--- src/rtl/stopwatch_lap_controller.sv ---
// Stopwatch start/stop/lap/reset FSM with BCD mm:ss.cc counter and frozen lap display.
// Define STOPWATCH_OVERFLOW_HOLD_EN to saturate at MAX_MINUTES:59.99 with sticky overflow.
module stopwatch_lap_controller #(
    parameter int unsigned MAX_MINUTES = 59
) (
    input  logic       clk_ms,
    input  logic       reset,
    input  logic       start_stop_pls,
    input  logic       lap_reset_pls,
    input  logic       tick_10ms,
    output logic       running,
    output logic       lap_active,
    output logic [7:0] disp_cs,
    output logic [7:0] disp_s,
    output logic [7:0] disp_m,
    output logic       overflow
);

    localparam logic [7:0] MaxMinBcd = {4'(MAX_MINUTES / 10), 4'(MAX_MINUTES % 10)};

    typedef enum logic [1:0] {
        StIdle    = 2'd0,
        StRunning = 2'd1,
        StPaused  = 2'd2,
        StLap     = 2'd3
    } state_e;

    state_e     state_q, state_d;
    logic [7:0] cs_q, cs_d, s_q, s_d, m_q, m_d;
    logic [23:0] lap_q, lap_d;
    logic       overflow_q, overflow_d;

    logic [8:0] cs_inc, s_inc, m_inc;
    logic       cnt_en, at_max, clear, capture;

    // Returns {carry, next}; carry set and value wraps to 00 when v equals lim.
    function automatic logic [8:0] bcd_inc(input logic [7:0] v, input logic [7:0] lim);
        if (v == lim) begin
            return 9'h100;
        end else if (v[3:0] == 4'd9) begin
            return {1'b0, v[7:4] + 4'd1, 4'd0};
        end else begin
            return {1'b0, v[7:4], v[3:0] + 4'd1};
        end
    endfunction

    always_comb begin
        state_d = state_q;
        clear   = 1'b0;
        capture = 1'b0;
        // start_stop has priority; lap_reset only acts when start_stop is absent.
        unique case (state_q)
            StIdle: begin
                if (start_stop_pls) state_d = StRunning;
            end
            StRunning: begin
                if (start_stop_pls) begin
                    state_d = StPaused;
                end else if (lap_reset_pls) begin
                    state_d = StLap;
                    capture = 1'b1;
                end
            end
            StLap: begin
                if (start_stop_pls) begin
                    state_d = StPaused;
                end else if (lap_reset_pls) begin
                    state_d = StRunning;
                end
            end
            StPaused: begin
                if (start_stop_pls) begin
                    state_d = StRunning;
                end else if (lap_reset_pls) begin
                    state_d = StIdle;
                    clear   = 1'b1;
                end
            end
            default: state_d = StIdle;
        endcase
    end

    always_comb begin
        cs_inc = bcd_inc(cs_q, 8'h99);
        s_inc  = bcd_inc(s_q, 8'h59);
        m_inc  = bcd_inc(m_q, MaxMinBcd);
        at_max = cs_inc[8] & s_inc[8] & m_inc[8];
        cnt_en = tick_10ms & ((state_q == StRunning) | (state_q == StLap));

        cs_d  = cs_q;
        s_d   = s_q;
        m_d   = m_q;
        lap_d = lap_q;

        if (clear) begin
            cs_d  = 8'h00;
            s_d   = 8'h00;
            m_d   = 8'h00;
            lap_d = 24'h0;
        end else begin
            // Capture uses the registered value, so a coincident tick is excluded.
            if (capture) lap_d = {m_q, s_q, cs_q};
            if (cnt_en) begin
`ifdef STOPWATCH_OVERFLOW_HOLD_EN
                if (!at_max) begin
                    cs_d = cs_inc[7:0];
                    if (cs_inc[8]) s_d = s_inc[7:0];
                    if (cs_inc[8] && s_inc[8]) m_d = m_inc[7:0];
                end
`else
                cs_d = cs_inc[7:0];
                if (cs_inc[8]) s_d = s_inc[7:0];
                if (cs_inc[8] && s_inc[8]) m_d = m_inc[7:0];
`endif
            end
        end

`ifdef STOPWATCH_OVERFLOW_HOLD_EN
        overflow_d = overflow_q;
        if (clear) begin
            overflow_d = 1'b0;
        end else if (cnt_en && at_max) begin
            overflow_d = 1'b1;
        end
`else
        overflow_d = cnt_en & at_max;
`endif
    end

    always_ff @(posedge clk_ms) begin
        if (reset) begin
            state_q    <= StIdle;
            cs_q       <= 8'h00;
            s_q        <= 8'h00;
            m_q        <= 8'h00;
            lap_q      <= 24'h0;
            overflow_q <= 1'b0;
        end else begin
            state_q    <= state_d;
            cs_q       <= cs_d;
            s_q        <= s_d;
            m_q        <= m_d;
            lap_q      <= lap_d;
            overflow_q <= overflow_d;
        end
    end

    always_comb begin
        running    = (state_q == StRunning) | (state_q == StLap);
        lap_active = (state_q == StLap);
        overflow   = overflow_q;
        if (state_q == StLap) begin
            {disp_m, disp_s, disp_cs} = lap_q;
        end else begin
            {disp_m, disp_s, disp_cs} = {m_q, s_q, cs_q};
        end
    end

endmodule

--- config.mk ---
export PLATFORM = sky130hd
export DESIGN_NAME = stopwatch_lap_controller
export DESIGN_NICKNAME = d
export VERILOG_FILES = /design/src/rtl/stopwatch_lap_controller.sv
export SDC_FILE = /design/constraint.sdc
export NUM_CORES = 1
export LEC_CHECK = 0
export BUFFER_PORTS_ARGS = -buffer_cell sky130_fd_sc_hd__buf_2
export CORE_ASPECT_RATIO = 1.1
export CORE_MARGIN = 5
export CORE_UTILIZATION = 50
export DETAILED_ROUTE_END_ITERATION = 16
export PLACE_DENSITY = 0.79
export RECOVER_POWER = 50
export SETUP_SLACK_MARGIN = 0.2
export SYNTH_ARGS = -nofsm -noshare
export SYNTH_HDL_FRONTEND = slang
export SYNTH_SLANG_ARGS = --single-unit
export TNS_END_PERCENT = 5
--- constraint.sdc ---
create_clock -name clk_ms -period 2.5 [get_ports clk_ms]
set_input_delay 0.375 -clock clk_ms [delete_from_list [all_inputs] [get_ports clk_ms]]
set_output_delay 0.375 -clock clk_ms [all_outputs]
set_load 0.05 [all_outputs]
Word-level counts from Yosys, hierarchy flattened
Cells that the tools add are included.
Widths: inputs -> output; s select.
Word-level totals
  register bits after elaboration: 51
  latch bits: 0
  RAM bits: 0
  ROM bits: 0
  input port bits: 5
  logic and storage cells: 66
  memories: 0
Operators by class
  add/sub/neg operators: 6
  $mul: 0
  div/mod/pow operators: 0
  $lt $le $gt $ge: 0
  equal/unequal tests: 13
  shift-type cells: 0
  mux-type cells: 21
  bitwise logic cells: 5
  reductions and logical operators: 12
Operators by type and width (number)
  $mux 8: 6
  $mux 9: 3
  $add 4x1->4 const B: 6
  $eq 8x7->1 const B: 2
  $mux 2: 7
  $eq 4x4->1 const B: 3
  $ne 3x3->1 const B: 3
  $eq 8x8->1 const B: 1
  $pmux 2 s4: 1
  $reduce_and 2->1: 3
  $reduce_and 3->1: 2
  $reduce_bool 2->1: 3
  $and 1x1->1: 4
  $eq 2x2->1 const B: 2
  $mux 1: 4
  $reduce_and 4->1: 1
  $eq 2x1->1 const B: 1
  $logic_not 2->1: 1
  $ne 2x2->1 const B: 1
  $reduce_or 2->1: 1
  $logic_and 1x1->1: 1
  $or 1x1->1: 1

Depth between registers and ports, before layout
  depth after elaboration: 6
  depth in mapped cells: 7
  mapped depth without buffers: 6

Worst setup path after synthesis
Ideal clock, no wire load.
  path type: register to output
  from: reg state_q[0]
  to: out disp_cs[1]
  arrival: 2382 ps
  data required time: 2125 ps
  path slack: -257 ps
  stages on the path, launching flop included: 6
  path buffers: 2
  cell sequence: dfxtp_1 buf_4 nand2_1 inv_1 clkbuf_1 o21ai_0
On the way
  word-level cells in the longest chain between the ends: 2
Ends and longest elaborated chain
  from (decl): RTL line 28  | state_e state_q, state_d;
  from (signal assigned): RTL line 132  | state_q <= StIdle;
  from (signal assigned): RTL line 139  | state_q <= state_d;
  $eq 2x2->1
  named net lap_active: RTL line 12  | output logic lap_active,
  $mux 8: RTL line 152  | if (state_q == StLap) begin
  to (decl): RTL line 13  | output logic [7:0] disp_cs,
The timed path passes the listed nets, and every way through them passes these cells.

Worst setup path after layout
  from: reg s_q[4]
  to: reg m_q[6]
On the way
  word-level cells in the longest chain between the ends: 4
Ends and longest elaborated chain
  from (decl): RTL line 29  | logic [7:0] cs_q, cs_d, s_q, s_d, m_q, m_d;
  from (signal assigned): RTL line 134  | s_q <= 8'h00;
  from (signal assigned): RTL line 141  | s_q <= s_d;
  $eq 8x7->1: RTL line 38  | if (v == lim) begin
  $mux 9: RTL line 38
  $logic_and 1x1->1: RTL line 113  | if (cs_inc[8] && s_inc[8]) m_d = m_inc[7:0];
  $reduce_and 3->1 (no source line)
  to (signal assigned): RTL line 142  | m_q <= m_d;
  to (decl): RTL line 29
No other way between the ends.
A chain may end at the register's enable or synchronous reset.

==> results by group <==
Outcome
  • Status: finished clean

Timing
  • Final Cycle Share: 88.0%
  • Final setup violation count: 0
  • Rel. slew slack: 45.3%
  • Max Clk Rate: 454 MHz
  • Unrepaired setup endpoints after global routing: no
  • Fin. Hold Viols: 0
  • Worst-margin pin slew: 0.820 ns
  • Min cycle time layout: 2.20 ns
  • Setup TNS: 0 ns
  • Worst Skew: between 0.009 and 0.01 ns
  • Setup ws final: around 0.3 ns
  • Max Slew Vio Count: 0

Clocking
  • Worst-Skew Late Latency: 0.30 ns
  • Post-CTS Resized: 0
  • H-tree Lvls: 2
  • Reg clk slew, reported paths: 0.09 ns
  • CTS sink cnt: 51
  • Cts hold-fix bufs: 0
  • Root Driver: clkbuf_8
  • Post-CTS setup buffer count: 0
  • Num CTS Buffers: 5
  • CTS Buffer Depth: 2
  • CTS tree: done

Logic synthesis
  • Flops & latches, synth: 51
  • EDFF count, synth: 0
  • Seq/Total Area, Yosys: 40.5%
  • Area leader, netlist: dfxtp_1
  • Top cells by area, synth: dfxtp_1 40%, nand2_1 9.8%, mux2_2 8.0%, a21oi_1 7.1%, ha_1 6.0%
  • Ys Warns: 0
  • Synth Cell Area: 2520 µm²
  • Post-Synthesis Cells: 298
  • Primary FF master, synth: dfxtp_1
  • Unique cell type count in the Yosys netlist: 42
  • Asr flop ratio synth: 0%
  • Post-synth top area share: 40.5%
  • Post-synthesis net count: 315
  • Average footprint of a synthesized cell: 8.46 µm²

Final layout
  • Share of cells above drive strength 1: approximately 20%
  • Synth-to-layout area growth: 10.9%
  • Finished Layout Cells: roughly 390
  • # diodes: 0
  • Layout Utilization: 56.3%
  • # nets final: between 300 and 400
  • Fillers: 484
  • Cell area after layout: ~2800 µm²

Floorplanning
  • I/O Pins: 32
  • Die X: a little under 80 µm
  • Initial Utilization: around half
  • Cell Rows: 27
  • Die area: 6570 µm²
  • Die height: 84.5 µm
  • Core area: 4970 µm²

Global routing
  • Largest net degree at the start of global routing: 19
  • GR Overflow Total: 0
  • First-pass GRT wire length: 9100 µm
  • Vias in the first global route: 2097
  • Initial antenna violation count: 0
  • GRT Util Overall: 16.6%

Worst hold path
  • Min-delay worst type: in -> reg
  • Hold wc startpoint: reset

Setup path
  • Reg2reg end: m_q[6]
  • Crit Reg-Reg Startpoint: s_q[4]
  • Crit path launch: s_q[4]
  • Maximum fanout along the worst path: 16
  • Worst reg2reg setup slack: 0.30 ns
  • Critical path arrival: 2.43 ns
  • Capture point of the critical path: m_q[6]
  • CP Capture Type: flop
  • Critical Path RT: 2.73 ns
  • Critical path startpoint category: flop
  • R2r worst-path depth: 5
  • Setup CP Type: reg -> reg

Place
  • Detailed placement HPWL: 3770 µm
  • Dpl cells: 377
  • Post-DP Area: 2740 µm²
  • IO buf count: 31
  • Pre-CTS WS: 0.515 ns
  • RD Place Congestion: ~0.8

Pwr
  • P_int: 1.04 mW
  • Psw: 332 µW
  • Switching share of total power: 24.2%
  • Reg power frac: 60.3%
  • Leak pwr: 1.11 nW
  • Clock power frac: around a third
  • Peak supply drop: between 0.2 and 0.3 mV
  • Pwr Density: about 490 nW/µm²
  • Comb pwr share: 6.5%

Detailed routing
  • Detailed Route WL: between 5000 and 6000 µm
  • Final ANT Viol Nets: 0
  • Via-to-Cell Ratio: 5.43
  • Vias: 2092
  • DRT Pass-1 Iters: 4
  • Remaining DRCs: 0
  • Detailed router's first-iteration violation count: 43
  • WL per Instance: 13.4 µm

Flow run
  • Max-cap violations: 0
power by group through the flow:
stage | Sequential, mW | Clock (mW) | Combinational (mW)
after floorplan | 0.841 | 0 | 0.0694
after global placement | 0.846 | 0 | 0.0910
after CTS | 0.828 | 0.475 | 0.0924
after global routing | 0.830 | 0.504 | 0.0979
final | 0.828 | 0.455 | 0.0892
after detailed placement | 0.847 | 0 | 0.0920
Yosys cell counts (3+ instances only):
cell,instances
and3b_1,4
nor2_1,15
clkbuf_1,13
nand4_1,3
or4_1,5
a21oi_1,36
mux2_2,18
or3_1,4
inv_1,9
o21ai_0,17
nand3_1,5
dfxtp_1,51
buf_2,3
ha_1,12
nand2_1,66
xor2_1,8
flip-flops by register name (all words and copies together), names as in the netlist:
register / flops
lap_q: 24
overflow: 1
cs_q: 8
state_q: 2
s_q: 8
m_q: 8
metal layers:
metal | vias up | track usage [%] | share of wire, %
met2 | 28 | 29.8 | 51
met1 | 981 | 19.5 | 45
li1 | 1075 | - | -
met4 | 0 | 5.78 | 1.2
met5 | - | 0 | 0
met3 | 8 | 2.79 | 2.9
cell families after synthesis:
family          after synthesis  share of synthesized area, %
compound gates               58                          12.1
xor+xnor                     10                          3.47
fa+ha+maj                    12                          5.95
buf+inv                      27                          4.61
flops                        51                          40.5
mux                          19                          8.48
simple gates                121                          24.9
placed cells by master, fill, tap and decap left out, types with 2 or more instances in the layout:
master       n
a21oi_1     36
and3b_1      4
buf_2       29
buf_4        6
clkbuf_1     4
clkbuf_8     5
clkinvlp_4   2
dfxtp_1     51
ha_1        12
inv_1        8
mux2_2      18
nand2_1     66
nand3_1      6
nand4_1      5
nor2_1      15
nor2b_1      2
o21ai_0     11
o21ai_1      6
or3_1        4
or4_1        5
xnor2_1      2
xor2_1       8
cell type report:
type                            count  area (µm²)  area share, %
Multi-Input combinational cell    220        1370           49.1
Clock inverter                      2        12.5          0.447
Sequential cell                    51        1020           36.5
Clock buffer                        6        72.6           2.60
Timing Repair Buffer               39         206           7.38
Inverter                            9        37.5           1.34
Tap cell                           58        72.6           2.60
how the worst min path moves through the flow:
stage	end	slack, ns	cells after the start
2_1_floorplan	lap_q[0]	0.43	2
3_3_place_gp	lap_q[23]	0.44	2
3_5_place_dp	lap_q[17]	0.45	2
4_1_cts	state_q[1]	0.28	2
5_1_grt	state_q[1]	0.29	2
6_report	state_q[1]	0.29	2
through the flow:
step           hold WS (ns)  total power [mW]
6_report              0.289              1.37
5_1_grt               0.294              1.43
4_1_cts               0.280              1.40
3_5_place_dp          0.447             0.939
3_3_place_gp          0.439             0.937
2_1_floorplan         0.433             0.910
critical path: stages (launching register included):
cell and delay (ns):
dfxtp_1 0.44, ha_1 0.23, and4bb_1 0.20, nand4_1 0.45, or4_1 0.64, a21oi_1 0.17
(Power assumes the default switching activity.)
